[config.mk]
export PLATFORM = sky130hd
export DESIGN_NAME = alu_issue_ctrl
export DESIGN_NICKNAME = d
export VERILOG_FILES = /design/src/rtl/alu_ctrl_pkg.sv /design/src/rtl/alu_br_cond.sv /design/src/rtl/alu_issue_ctrl.sv
export SDC_FILE = /design/constraint.sdc
export NUM_CORES = 1
export LEC_CHECK = 0
export ABC_AREA = 1
export BUFFER_PORTS_ARGS = -buffer_cell sky130_fd_sc_hd__buf_2
export CORE_ASPECT_RATIO = 1.75
export CORE_MARGIN = 2
export CORE_UTILIZATION = 43
export CTS_CLUSTER_SIZE = 25
export DETAILED_ROUTE_END_ITERATION = 16
export GPL_ROUTABILITY_DRIVEN = 0
export PLACE_DENSITY = 0.76
export SETUP_SLACK_MARGIN = 0.5
export SYNTH_ARGS = -nofsm -noshare
export SYNTH_HDL_FRONTEND = slang
export SYNTH_SLANG_ARGS = --single-unit
[constraint.sdc]
create_clock -name clk -period 1.4 [get_ports clk]
set_input_delay 0.07 -clock clk [delete_from_list [all_inputs] [get_ports clk]]
set_output_delay 0.07 -clock clk [all_outputs]
set_load 0.03 [all_outputs]
[src/rtl/alu_ctrl_pkg.sv]
// Shared definitions for the EX-stage ALU issue/writeback controller:
// opcode and condition-code encodings, flag bit positions and the
// per-opcode flag write mask.
package alu_ctrl_pkg;

  // Opcodes
  localparam logic [3:0] OP_ADD    = 4'h0;
  localparam logic [3:0] OP_SUB    = 4'h1;
  localparam logic [3:0] OP_RED    = 4'h2;
  localparam logic [3:0] OP_XOR    = 4'h3;
  localparam logic [3:0] OP_SLL    = 4'h4;
  localparam logic [3:0] OP_SRA    = 4'h5;
  localparam logic [3:0] OP_ROR    = 4'h6;
  localparam logic [3:0] OP_PADDSB = 4'h7;
  localparam logic [3:0] OP_LW     = 4'h8;
  localparam logic [3:0] OP_SW     = 4'h9;
  localparam logic [3:0] OP_LHB    = 4'hA;
  localparam logic [3:0] OP_LLB    = 4'hB;
  localparam logic [3:0] OP_B      = 4'hC;
  localparam logic [3:0] OP_BR     = 4'hD;
  localparam logic [3:0] OP_PCS    = 4'hE;
  localparam logic [3:0] OP_HLT    = 4'hF;

  // Branch condition codes
  localparam logic [2:0] CC_NE  = 3'b000;  // Z=0
  localparam logic [2:0] CC_EQ  = 3'b001;  // Z=1
  localparam logic [2:0] CC_GT  = 3'b010;  // Z=0 and N=0
  localparam logic [2:0] CC_LT  = 3'b011;  // N=1
  localparam logic [2:0] CC_GE  = 3'b100;  // Z=1 or N=0
  localparam logic [2:0] CC_LE  = 3'b101;  // N=1 or Z=1
  localparam logic [2:0] CC_OVF = 3'b110;  // V=1
  localparam logic [2:0] CC_UNC = 3'b111;  // always

  // Flag bit positions inside {N,V,Z}
  localparam int FLAG_N = 2;
  localparam int FLAG_V = 1;
  localparam int FLAG_Z = 0;

  // Which flag bits an opcode updates when it commits.
  function automatic logic [2:0] flag_wmask(input logic [3:0] op);
    logic [2:0] mask;
    mask = 3'b000;
    case (op)
      OP_ADD, OP_SUB:                 mask = 3'b111;
      OP_XOR, OP_SLL, OP_SRA, OP_ROR: mask = 3'b001;
      default:                        mask = 3'b000;
    endcase
    return mask;
  endfunction

  function automatic logic is_branch(input logic [3:0] op);
    return (op == OP_B) || (op == OP_BR);
  endfunction

endpackage

[src/rtl/alu_br_cond.sv]
// Branch condition evaluator: combinational (ccode, {N,V,Z}) -> taken.
module alu_br_cond
  import alu_ctrl_pkg::*;
(
  input  logic [2:0] ccode,
  input  logic [2:0] flags,
  output logic       taken
);

  logic n;
  logic v;
  logic z;

  assign n = flags[FLAG_N];
  assign v = flags[FLAG_V];
  assign z = flags[FLAG_Z];

  // Decode the condition code against the committed flags.
  always_comb begin
    // NOTE: default assignment first so every path drives taken; no latch.
    taken = 1'b0;
    case (ccode)
      CC_NE:   taken = !z;
      CC_EQ:   taken = z;
      CC_GT:   taken = !z && !n;
      CC_LT:   taken = n;
      CC_GE:   taken = z || !n;
      CC_LE:   taken = n || z;
      CC_OVF:  taken = v;
      default: taken = 1'b1;
    endcase
  end

endmodule

[src/rtl/alu_issue_ctrl.sv]
// Two-stage issue/writeback controller around the EX-stage ALU.
// Issue register drives the ALU opcode, writeback register captures the
// result for EX/MEM, flag register holds committed {N,V,Z}, and branches
// resolve against those flags as they commit.
// Optional build macro: ALU_CTRL_PERF_EN enables the saturating
// perf_ops / perf_stall counters; otherwise both ports read zero.
module alu_issue_ctrl
  import alu_ctrl_pkg::*;
#(
  parameter logic [2:0] FLAG_RST = 3'b000
) (
  input  logic        clk,
  input  logic        rst,
  input  logic        in_valid,
  output logic        in_ready,
  input  logic [3:0]  in_opcode,
  input  logic [2:0]  in_ccode,
  input  logic        flush,
  output logic [3:0]  alu_opcode,
  input  logic [15:0] alu_result,
  input  logic [2:0]  alu_flag,
  output logic        out_valid,
  input  logic        out_ready,
  output logic [15:0] out_result,
  output logic [3:0]  out_opcode,
  output logic [2:0]  flags,
  output logic        br_valid,
  output logic        br_taken,
  output logic [15:0] perf_ops,
  output logic [15:0] perf_stall
);

  logic       iv;
  logic [3:0] iop;
  logic [2:0] icc;
  logic       commit;
  logic       accept;
  logic       cond_taken;
  logic [2:0] wmask;

  // A held op commits when the writeback slot is free or draining; a flush
  // kills it instead.
  assign commit     = iv && (!out_valid || out_ready) && !flush;
  assign in_ready   = !iv || commit;
  assign accept     = in_valid && in_ready && !flush;
  assign alu_opcode = iv ? iop : 4'h0;
  assign wmask      = flag_wmask(iop);

  alu_br_cond u_br_cond (
    .ccode (icc),
    .flags (flags),
    .taken (cond_taken)
  );

  // Issue register: flush wins, then a new accept, then drain on commit.
  always_ff @(posedge clk) begin
    // NOTE: non-blocking assignments for all state so every flop samples pre-edge values.
    if (rst) begin
      iv  <= 1'b0;
      iop <= 4'h0;
      icc <= 3'b000;
    end else if (flush) begin
      iv <= 1'b0;
    end else if (accept) begin
      iv  <= 1'b1;
      iop <= in_opcode;
      icc <= in_ccode;
    end else if (commit) begin
      iv <= 1'b0;
    end
  end

  // Writeback register: load on commit, hold under backpressure.
  always_ff @(posedge clk) begin
    if (rst) begin
      out_valid  <= 1'b0;
      out_result <= 16'h0000;
      out_opcode <= 4'h0;
    end else if (commit) begin
      out_valid  <= 1'b1;
      out_result <= alu_result;
      out_opcode <= iop;
    end else if (out_ready) begin
      out_valid <= 1'b0;
    end
  end

  // Flag register: only the bits the committing opcode owns are replaced.
  always_ff @(posedge clk) begin
    if (rst) begin
      flags <= FLAG_RST;
    end else if (commit) begin
      flags <= (flags & ~wmask) | (alu_flag & wmask);
    end
  end

  // Branch resolution pulse, aligned with the branch's out_valid cycle.
  always_ff @(posedge clk) begin
    if (rst) begin
      br_valid <= 1'b0;
      br_taken <= 1'b0;
    end else begin
      br_valid <= commit && is_branch(iop);
      br_taken <= commit && is_branch(iop) && cond_taken;
    end
  end

`ifdef ALU_CTRL_PERF_EN
  logic [15:0] ops_q;
  logic [15:0] stall_q;

  // Saturating committed-op and backpressure-cycle counters.
  always_ff @(posedge clk) begin
    if (rst) begin
      ops_q   <= 16'h0000;
      stall_q <= 16'h0000;
    end else begin
      if (commit && (ops_q != 16'hFFFF)) begin
        ops_q <= ops_q + 16'd1;
      end
      if (out_valid && !out_ready && (stall_q != 16'hFFFF)) begin
        stall_q <= stall_q + 16'd1;
      end
    end
  end

  assign perf_ops   = ops_q;
  assign perf_stall = stall_q;
`else
  assign perf_ops   = 16'h0000;
  assign perf_stall = 16'h0000;
`endif

endmodule

; Yosys cells after proc, flatten, opt, wreduce, memory -nomap -nowiden
; Index checks and enable logic that the tools add are counted.
[word_totals]
ram_bits = 0
elab_cells = 59
latch_bits = 0
output_inout_bits = 63
register_bits = 34
n_memories = 0
rom_bits = 0
inputBits = 31
[op_classes]
shift = 0
magnitude_cmp = 0
reduce_logical = 25
mux = 7
n_eq_ne = 13
bitwise_logic = 5
n_div = 0
add_sub_neg = 0
mul = 0
[op_table]
columns = operator, n
row1 = $eq A4 B3 Y1 const B, 3
row2 = $eq A3 B3 Y1 const B, 3
row3 = $eq A4 B4 Y1 const B, 2
row4 = $logic_and A1 B1 Y1, 7
row5 = $pmux W1 S7, 1
row6 = $and A3 B3 Y3, 2
row7 = $eq A3 B2 Y1 const B, 2
row8 = $pmux W3 S2, 1
row9 = $logic_not A1 Y1, 5
row10 = $logic_or A1 B1 Y1, 5
row11 = $eq A4 B1 Y1 const B, 1
row12 = $eq A4 B2 Y1 const B, 1
row13 = $logic_not A4 Y1, 1
row14 = $mux W1, 4
row15 = $mux W4, 1
row16 = $reduce_bool A2 Y1, 2
row17 = $reduce_or A2 Y1, 2
row18 = $reduce_or A4 Y1, 1
row19 = $eq A3 B1 Y1 const B, 1
row20 = $logic_not A3 Y1, 1
row21 = $not A3 Y3, 1
row22 = $or A3 B3 Y3, 1
row23 = $reduce_and A2 Y1, 1
row24 = $not A1 Y1, 1

; Depth between registers and ports, before layout
[logic_depth]
ltp_word = 8
ltp_mapped = 8

; Hierarchy
; A second synthesis with hierarchy kept.
[hier_totals]
cells_unflattened = 232
hier_area_um2 = 1690.4
[by_module_without_submodules]
columns = module, cells_per_inst, area_each_um2, n_inst, seq_area_each_um2
row1 = alu_issue_ctrl, 210, 1602.8, 1, 680.7
row2 = alu_br_cond, 22, 87.6, 1, 0.0

; Least setup slack after synthesis
; Ideal clock, no wire load.
[synth_timing]
kind = register -> register
from = register out_valid
to = register icc[0]
t_required_ns = 1.285
path_buffers = 1
stages_incl_launch_ff = 7
setup_ns = 0.115
synth_period_minus_slack_ns = 1.262
arrival_ns = 1.147
setup_slack_ns = 0.138
path_cell_list = dfxtp_1 -> nand2_1 -> nand2_2 -> nand2_4 -> buf_6 -> a21oi_1 -> nor2_1
[synth_between]
elab_chain_len = 8
[synth_lines]
columns = item, line_no
row1 = "start, declared", alu_issue_ctrl.sv:22  ; output logic out_valid,
row2 = "start signal, assigned", alu_issue_ctrl.sv:76  ; out_valid <= 1'b0;
row3 = "start signal, assigned", alu_issue_ctrl.sv:80  ; out_valid <= 1'b1;
row4 = "start signal, assigned", alu_issue_ctrl.sv:84  ; out_valid <= 1'b0;
row5 = $logic_not A1 Y1, alu_issue_ctrl.sv:43  ; assign commit = iv && (!out_valid || out_ready) && !flush;
row6 = $logic_or A1 B1 Y1, alu_issue_ctrl.sv:43
row7 = $logic_and A1 B1 Y1 (2 in series), alu_issue_ctrl.sv:43
row8 = $logic_or A1 B1 Y1, alu_issue_ctrl.sv:44  ; assign in_ready = !iv || commit;
row9 = named net in_ready, alu_issue_ctrl.sv:15  ; output logic in_ready,
row10 = $logic_and A1 B1 Y1 (2 in series), alu_issue_ctrl.sv:45  ; assign accept = in_valid && in_ready && !flush;
row11 = $reduce_and A2 Y1 (no line), --
row12 = "end signal, assigned", alu_issue_ctrl.sv:67  ; icc <= in_ccode;
row13 = "end, declared", alu_issue_ctrl.sv:35  ; logic [2:0] icc;
; The timed path passes the listed nets, and every way through them passes these cells.
; A chain may end at the register's enable or synchronous reset.

; Worst setup path after layout
[layout_timing]
from = register iv
to = output port in_ready
[layout_between]
elab_chain_len = 3
[layout_lines]
columns = item, line_no
row1 = "start, declared", alu_issue_ctrl.sv:33  ; logic iv;
row2 = "start signal, assigned", alu_issue_ctrl.sv:59  ; iv <= 1'b0;
row3 = "start signal, assigned", alu_issue_ctrl.sv:63  ; iv <= 1'b0;
row4 = "start signal, assigned", alu_issue_ctrl.sv:65  ; iv <= 1'b1;
row5 = $logic_and A1 B1 Y1 (2 in series), alu_issue_ctrl.sv:43
row6 = $logic_or A1 B1 Y1 (*), alu_issue_ctrl.sv:44
row7 = "end, declared", alu_issue_ctrl.sv:15
; Every way passes the cells marked *; elsewhere a longest branch is shown, timed or not.

==> summary.txt <==
outcome - finished clean
mux share of post-synthesis cell area - 0%
crit path from - iv$_SDFFE_PP0P_
CTS tree - built
# setup viols final - 0
DRT met1 WL - 1.31 mm
Crit path depth - 5
drt pass-1 iters - 4
Met3 Wirelength - 256 microns
worst r2r path cells - 7
class of the worst hold path - input port to register
Overflow after GRT - 0
Layout Skew - 3.04 ps
Crit path largest cell delay - 340 ps
Post-synth top cells - 55 x nor2_1, 34 x buf_4, 34 x dfxtp_1
H-Tree Depth - 2
number of synthesized flops with an enable pin - 0
critical path arrival - 1110 ps
gr usage total - 18.2%
Port Buffers - 61
XOR/XNOR Fraction of Synth Area - 0%
Area growth, synth to finish - 34.5%
synthesized netlist cell count - 225
RR Startpoint - iv$_SDFFE_PP0P_
number of global-route vias before repair - 1444
Startpoint Class - register
synth warn - 0
Synth area leaders - dfxtp_1 41%, buf_4 15%, nor2_1 12%, o21ai_0 6.4%, nand2_1 4.8%
max-capacitance violation count - 0
pin count of the biggest net entering global routing - 24
post-synth top area share - 41.2%
Crit-path slowest cell - dfxtp_4
number of remaining DRC errors - 0
core area - 3660 sq um
CP cell instances - inv_2, nor2_4, nand2_8, nand2_8, buf_6
Die H - 86.0 microns
wire length per cell - 10.7 microns
die area - 4380 sq um
clk sinks - 34
Synth area leader - dfxtp_1
Crit Path Category - register to output pin
DR vias/cell - 4.51
Root Buffer - clkbuf_8
antenna violations before repair - 0
ratio of cells with drive above 1 in the final layout - 32.2%
fraction of registers with async set/reset - 0%
Post-DRT Antenna Nets - 0
Slew Viols, Final - 0
fmax - 846 MHz
Worst-path clk slew - 70 ps
setup TNS - 0 ps
TritonCTS Buffers - 5
Reg-to-Reg End - out_result[11]$_SDFFE_PP0P_
Synth Cell Area - 1650 sq um
# IOs - 94
clk_lat worst skew - 280 ps
FP Rows - 29
top_reg_cell synth - dfxtp_1
routed vias - 1552
Final Cycle Share - 84.5%
Ant. Diodes - 0
Detailed Route WL - 3.69 mm
register area share after synthesis - 41.2%
DRT iter0 DRCs - 19
post-synthesis compound-gate area fraction - 11.1%
Cell Count, Final, Fillers Out - 344
Synth Area in Adders - 0%
dpl cell area - 1910 sq um
Worst VDD drop - 635 uV
hold slack - 18.9 ps
Critical Path RT - 1330 ps
Critical Path End Type - output pin
Initial Utilization - 45.1%
Tmin final - 1180 ps
LEAKAGE - 0.00112 uW
placed cells - 326
die width - 50.9 microns
Pwr Density - 1040 nW/um^2
global-route wire length before repair - 6.00 mm
RSZ-0062 raised after global routing - yes
endpoints failing hold - 0
worst path bufs/invs - 2
Setup crit end - in_ready
r2r setup slk - 230 ps
met2 routed wirelength - 2.03 mm
CP dominant cell by count - nand2_8
nets@finish - 328
CP top delay family - flip-flops
post-layout instance area - 2220 sq um
Avg Synthesized Cell Area - 7.35 sq um
DP HPWL - 2.52 mm
CP max FO - 5
top routing layer used - met4
Seq cells post-synth - 34
cell with the most instances after synthesis - nor2_1
Synth Area in Simple Gates - 25.3%
Clock Path Buffers - 2
main combinational cell family by area after synthesis - simple AND/OR/NAND/NOR gates
Unique masters post-synth - 21
routing by layer:
layer | vias up | global-route usage, %
met5 | - | 0
met4 | 0 | 9.58
met3 | 7 | 3.83
met2 | 66 | 35.2
met1 | 696 | 17.1
li1 | 783 | -
per-stage QoR:
step	util, %	setup slack, ps	power [uW]
2_1_floorplan	-	313	1450
3_3_place_gp	52.1	190	1470
3_5_place_dp	52.1	164	1480
4_1_cts	59.1	200	2310
5_1_grt	60.7	175	2410
6_report	60.7	217	2300
power by group:
group	switching [uW]	internal (uW)
Sequential	34.9	1010
Clock	333	460
Combinational	312	153
layout make-up:
type	instances	area (sq um)
fillers	362	1440
repair buffers	74	522
clock buffers	8	101
flip-flops and latches	34	692
multi-input cells	163	777
inverters	19	73.8
well taps	46	57.6
logic make-up (layout without fill, tap and decap cells):
kind of cell | count (synthesis) | count (layout)
and+or+nand+nor | 94 | 95
buffers and inverters | 60 | 101
AOI/OAI and AO/OA | 36 | 36
DFF | 34 | 34
other | 1 | 32
cells in the final DEF (no fill, tap or decap), types with 2 or more instances in the layout:
master / n
conb_1: 32
a21oi_1: 12
nand2_1: 20
nor2_1: 54
clkbuf_4: 4
dfxtp_4: 2
o21ai_1: 12
inv_1: 17
buf_2: 40
clkbuf_8: 5
nand3b_1: 7
buf_6: 5
dfxtp_1: 29
dfxtp_2: 3
nand2_8: 2
buf_4: 21
clkbuf_1: 2
nand3_1: 6
nand2_4: 2
o21ai_0: 9
worst register-to-register path, cell delays in order (launching register included):
cell	delay (ps)
dfxtp_4	340
inv_2	40
nor2_4	140
buf_4	150
nand2_4	70
buf_2	150
o21ai_1	130
nor2_1	50
timing repair:
item / 4_1_cts / 5_1_grt
resized for setup: 20 / 29
hold buffers: 1 / 0
buffers inserted: 6 / 0
pin swaps: 3 / 4
hold endpoints to repair: 1 / 0
endpoints found under the setup margin: 43 / 55
cloned: 3 / 0
how the worst min path moves through the flow:
stage                  startpoint                          to  slack, ps  depth (start not counted)
global placement              rst      out_valid$_SDFFE_PP0P_        240                          2
CTS                 alu_result[8]  out_result[8]$_SDFFE_PP0P_         20                          3
floorplan                     rst      out_valid$_SDFFE_PP0P_        130                          1
global route             in_valid             iv$_SDFFE_PP0P_         40                          3
finish              alu_result[8]  out_result[8]$_SDFFE_PP0P_         20                          3
detailed placement            rst      out_valid$_SDFFE_PP0P_        250                          2
flip-flops by register name, summed over array words and instances (netlist names), named ones only:
| register | flops |
|---|---|
| iv | 1 |
| out_opcode | 4 |
| out_result | 16 |
| br_valid | 1 |
| out_valid | 1 |
| br_taken | 1 |
| icc | 3 |
| iop | 4 |
Note: power is estimated with default switching activity, not from simulation.
